$ cat config.mk
export PLATFORM = sky130hd
export DESIGN_NAME = float_decoder_flat
export DESIGN_NICKNAME = d
export VERILOG_FILES = /design/src/rtl/float_decoder_if.sv /design/src/rtl/float_decoder.sv /design/src/flat_wrapper.sv
export SDC_FILE = /design/constraint.sdc
export NUM_CORES = 1
export LEC_CHECK = 0
export ABC_AREA = 1
export CAP_MARGIN = 0
export CORE_MARGIN = 2
export CORE_UTILIZATION = 47
export DETAILED_ROUTE_END_ITERATION = 12
export PLACE_DENSITY = 0.78
export SYNTH_ARGS = -nofsm -noshare
export SYNTH_HDL_FRONTEND = slang
export SYNTH_SLANG_ARGS = --single-unit
$ cat constraint.sdc
create_clock -name clk -period 1.2 [get_ports clk]
set_clock_uncertainty 0.05 [all_clocks]
set_input_delay 0.18 -clock clk [delete_from_list [all_inputs] [get_ports clk]]
set_output_delay 0.18 -clock clk [all_outputs]
set_load 0.01 [all_outputs]
$ cat src/rtl/float_decoder_if.sv
// Valid/ready bundle between the float decoder and its producer/consumer.
// The slave modport is the decoder side; the master modport is the surrounding datapath.
interface float_decoder_if;
  logic [7:0]  fp_in;
  logic        in_valid;
  logic        in_ready;
  logic [11:0] result;
  logic        out_valid;
  logic        out_ready;

  modport slave (
    input  fp_in, in_valid, out_ready,
    output in_ready, result, out_valid
  );

  modport master (
    output fp_in, in_valid, out_ready,
    input  in_ready, result, out_valid
  );
endinterface

$ cat src/rtl/float_decoder.sv
// Iterative decoder from the 8-bit float code (S, E[2:0], F[3:0]) to a 12-bit
// two's-complement integer: one operand in flight, one shift per cycle.
module float_decoder (
  input  logic            clk,
  input  logic            rst,
  float_decoder_if.slave  bus
);

  localparam logic [1:0] IDLE  = 2'd0;
  localparam logic [1:0] SHIFT = 2'd1;
  localparam logic [1:0] DONE  = 2'd2;

  logic [1:0]  state;
  logic        sign_r;
  logic [10:0] mag;
  logic [2:0]  cnt;
  logic [11:0] result_r;
  logic        out_valid_r;

  // in_ready is decoded straight from the state, so it reads 1 during reset;
  // the reset branch below still takes priority over any handshake.
  assign bus.in_ready  = (state == IDLE);
  assign bus.result    = result_r;
  assign bus.out_valid = out_valid_r;

  // NOTE: every register here is updated with <= so all reads within a cycle
  // see the pre-edge values, regardless of statement order.
  always_ff @(posedge clk) begin
    if (rst) begin
      state       <= IDLE;
      sign_r      <= 1'b0;
      mag         <= '0;
      cnt         <= '0;
      result_r    <= '0;
      out_valid_r <= 1'b0;
    end else begin
      case (state)
        IDLE: begin
          if (bus.in_valid) begin
            sign_r <= bus.fp_in[7];
            mag    <= {7'b0, bus.fp_in[3:0]};
            cnt    <= bus.fp_in[6:4];
            state  <= SHIFT;
          end
        end
        SHIFT: begin
          if (cnt != 3'd0) begin
            mag <= mag << 1;
            cnt <= cnt - 3'd1;
          end else begin
            // Magnitude tops out at 1920, so the widened negate never overflows;
            // negative zero wraps back to 12'h000.
            result_r    <= sign_r ? (~{1'b0, mag} + 12'd1) : {1'b0, mag};
            out_valid_r <= 1'b1;
            state       <= DONE;
          end
        end
        DONE: begin
          if (bus.out_ready) begin
            out_valid_r <= 1'b0;
            state       <= IDLE;
          end
        end
        default: state <= IDLE;
      endcase
    end
  end

endmodule

$ cat src/flat_wrapper.sv
// flat-port wrapper written by rule: the top's interface ports become plain ports
module float_decoder_flat 
  (clk, rst, bus_fp_in, bus_in_valid, bus_out_ready, bus_in_ready, bus_result, bus_out_valid);
  float_decoder_if bus_i ();
  input  logic clk;
  input  logic rst;
  input wire logic [$bits(bus_i.fp_in)-1:0] bus_fp_in;
  input wire logic [$bits(bus_i.in_valid)-1:0] bus_in_valid;
  input wire logic [$bits(bus_i.out_ready)-1:0] bus_out_ready;
  output wire logic [$bits(bus_i.in_ready)-1:0] bus_in_ready;
  output wire logic [$bits(bus_i.result)-1:0] bus_result;
  output wire logic [$bits(bus_i.out_valid)-1:0] bus_out_valid;
  assign bus_i.fp_in = bus_fp_in;
  assign bus_i.in_valid = bus_in_valid;
  assign bus_i.out_ready = bus_out_ready;
  assign bus_in_ready = bus_i.in_ready;
  assign bus_result = bus_i.result;
  assign bus_out_valid = bus_i.out_valid;
  float_decoder u_core (.clk(clk), .rst(rst), .bus(bus_i));
endmodule
==> results.md <==
* Status: complete, but fails checks
* Failing checks: setup timing
* DR vias/cell at 4.98
* Reg-to-Reg End: u_core.bus.result[11]
* Pwr Total at 3010 uW
* Gr usage total at 21.9%
* Crit share post-route at 111%
* Clock sinks at 30
* Worst-Margin Slew at 0.270 ns
* Total global routing overflow at 0
* Die Area at 0.00367 sq mm
* Hold depth at 3
* Worst vdd ir at 0.770 mV
* Port Buf Inserts at 25
* Final setup vio count at 28
* Vias in the first global route at 1314
* Worst reg-to-reg path cell count at 8
* Final WS setup at -0.127 ns
* Worst Setup Start Kind: flop
* Worst hold path endpoint: u_core.mag[0]
* Max Cap Viol at 0
* Layout Nets at 272
* CP max FO at 5
* Hold Startpoint: bus_fp_in[0]
* Routed Antenna Nets at 0
* Area of the core at 0.00305 sq mm
* Post-Syn Area at 0.00151 sq mm
* TritonCTS buffer count at 5
* Post-CTS Hold Buffers at 0
* Synth-to-Final Area Change at 39.4%
* TritonRoute pass-1 iters at 4
* PwrDens at 1430 mW/mm^2
* Dpl cells at 287
* Final GP Congestion at 0.836
* Dpl hpwl at 2290 um
* H-tree depth at 2
* Die Width at 60.6 um
* M1 GR Usage at 27.0%
* FMAX at 0.754 GHz
* Syn_nets at 226
* R2R setup slack at -0.13 ns
* Row cnt at 20
* Layout fillers at 269
* Syn_area_per_cell at 7.13 sq um
* #FFs+latches synth at 30
* Slew headroom at 81.8%
* Worst path required time at 1.40 ns
* Total wire length at 3540 um
* Layout Cells excl Fill at 301
* Antenna cells at 0
* Met3 Use GR at 4.69%
* Share of cells above drive strength 1 at 27.2%
* Post-synthesis cell type count at 27
* Effective utilization at floorplan at 49.3%
* Via count at 1498
* Type of the most critical hold path: in -> reg
* Hold Fails Final Rpt at 0
* Initial antenna violation count at 0
* Crit path kind: reg -> reg
* Leak Pwr at 0.000942 uW
* Critical Path Sink Type: flop
* Clk slew on worst S/H paths at 0.10 ns
* I/O Pins at 26
* Worst skew pair latency at 0.33 ns
* Vert. Die Dim at 60.6 um
* R2R Path Start: u_core.cnt[0]
* Min Tclk post-route at 1.33 ns
* Syn Inst Count at 211
* WL per Instance at 11.8 um
* Synth warn at 0
* CTS tree: yes
* Worst Path Arrival at 1.52 ns
* First-pass GRT wire length at 5720 um
* Max-slew violations at 0
* Met2 GRT Util at 35.0%
* DR DRC count at 0
* Grt peak-use layer: met2
* Clock Path Buffers at 2
* Sequential area share after synthesis at 39.9%
* DRT iter0 DRCs at 56
* RSZ-0062 raised after global routing: true
* Clock tree root driver cell: clkbuf_4
* Pin count of the biggest net entering global routing at 19
[Yosys cell counts, drive strengths merged]
library cell / n / share of area [%]
nand3b: 1 / 0.50
o211a: 1 / 0.67
a21oi: 21 / 7.2
xor2: 4 / 2.3
buf: 9 / 4.5
clkbuf: 1 / 0.25
a31oi: 2 / 0.83
a211oi: 1 / 0.83
inv: 22 / 6.0
nand3: 11 / 3.7
and2: 1 / 0.42
mux2i: 1 / 0.67
ha: 3 / 2.5
dfxtp: 30 / 40
nand2: 40 / 11
nor2: 35 / 8.9
o21ai: 28 / 10
[worst max-delay path: stages (launching register included)]
cell and delay (ns):
dfxtp_2 0.33, inv_2 0.07, ha_4 0.13, inv_2 0.03
nor2_4 0.13, nand2_4 0.15, buf_6 0.17, a21oi_4 0.11
a21oi_2 0.06
[cell usage in the layout, fill, tap and decap left out, types with 2 or more instances in the layout]
master,count
dlygate4sd2_1,4
dfxtp_1,29
o21ai_2,5
clkbuf_4,5
nor2_2,2
clkdlybuf4s50_1,11
nand3_2,2
nand3_1,9
buf_12,2
a21oi_2,11
clkdlybuf4s15_1,6
a21oi_1,9
nand2_1,36
xor2_1,4
buf_4,14
inv_1,16
inv_8,3
buf_6,4
o21ai_0,8
nand2_2,3
nor2_1,32
o21ai_1,14
inv_4,3
a31oi_1,2
clkbuf_1,2
inv_2,3
clkbuf_2,4
[repair_timing]
item | CTS | global route
gates cloned | 3 | 1
pin swaps | 2 | 2
gates resized for setup | 50 | 17
endpoints found under the setup margin | 40 | 39
endpoints found under the hold margin | 0 | 0
buffers inserted | 2 | 1
[cell families (layout without fill, tap and decap cells)]
| logic type | Yosys count | in the layout | share of synthesized area [%] |
|---|---|---|---|
| and+or+nand+nor | 88 | 88 | 24.3 |
| buffers and inverters | 32 | 78 | 10.7 |
| xor gates and xnor gates | 4 | 4 | 2.33 |
| adders and majority gates | 3 | 3 | 2.49 |
| muxes | 1 | 1 | 0.665 |
| DFF | 30 | 30 | 39.9 |
| AOI/OAI and AO/OA | 53 | 53 | 19.6 |
[through the flow]
stage               utilization, %  setup WS (ns)  hold slack, ns  area (sq um)  setup TNS, ns
floorplan                        -        -0.0905           0.277          1550         -0.869
global placement              63.3         -0.127           0.403          1930          -2.38
detailed placement            63.3         -0.192           0.407          1930          -2.75
CTS                           68.0         -0.127           0.352          2070          -2.38
global route                  68.7         -0.188           0.374          2100          -4.42
finish                        68.7         -0.127           0.370          2100          -2.55
[where the power goes]
part           switching, uW  internal, uW
clock                    344           220
sequential               121          1130
combinational            659           530
[layer usage]
| layer | vias up | wire (um) |
|---|---|---|
| met5 | - | 0 |
| met4 | 0 | 95 |
| met3 | 12 | 152 |
| met2 | 36 | 1690 |
| met1 | 673 | 1610 |
| li1 | 777 | - |
[how the worst max path moves through the flow]
stage,startpoint,to,slack [ns]
3_5_place_dp,bus_in_valid,u_core.cnt[0],-0.19
6_report,u_core.cnt[0],u_core.bus.result[11],-0.13
5_1_grt,u_core.cnt[0],u_core.bus.result[11],-0.19
3_3_place_gp,bus_in_valid,u_core.cnt[0],-0.13
4_1_cts,u_core.cnt[0],u_core.cnt[0],-0.13
2_1_floorplan,u_core.cnt[0],u_core.mag[10],-0.09
[sequential cells by signal, indices dropped and copies added, names as in the netlist]
register,cells
u_core.bus.result,12
u_core.bus.out_valid,1
u_core.mag,11
u_core.sign_r,1
u_core.state,2
u_core.cnt,3
[area by class of cell]
class / count / area, sq um / share of cell area, %
multi-input cells: 149 / 848 / 40.4
flip-flops and latches: 30 / 602 / 28.7
repair buffers: 45 / 415 / 19.8
inverters: 22 / 97.6 / 4.65
well taps: 44 / 55.1 / 2.62
clock buffers: 7 / 45.0 / 2.15
repair inverters: 4 / 35.0 / 1.67
Power figures use the tool's default switching activity.
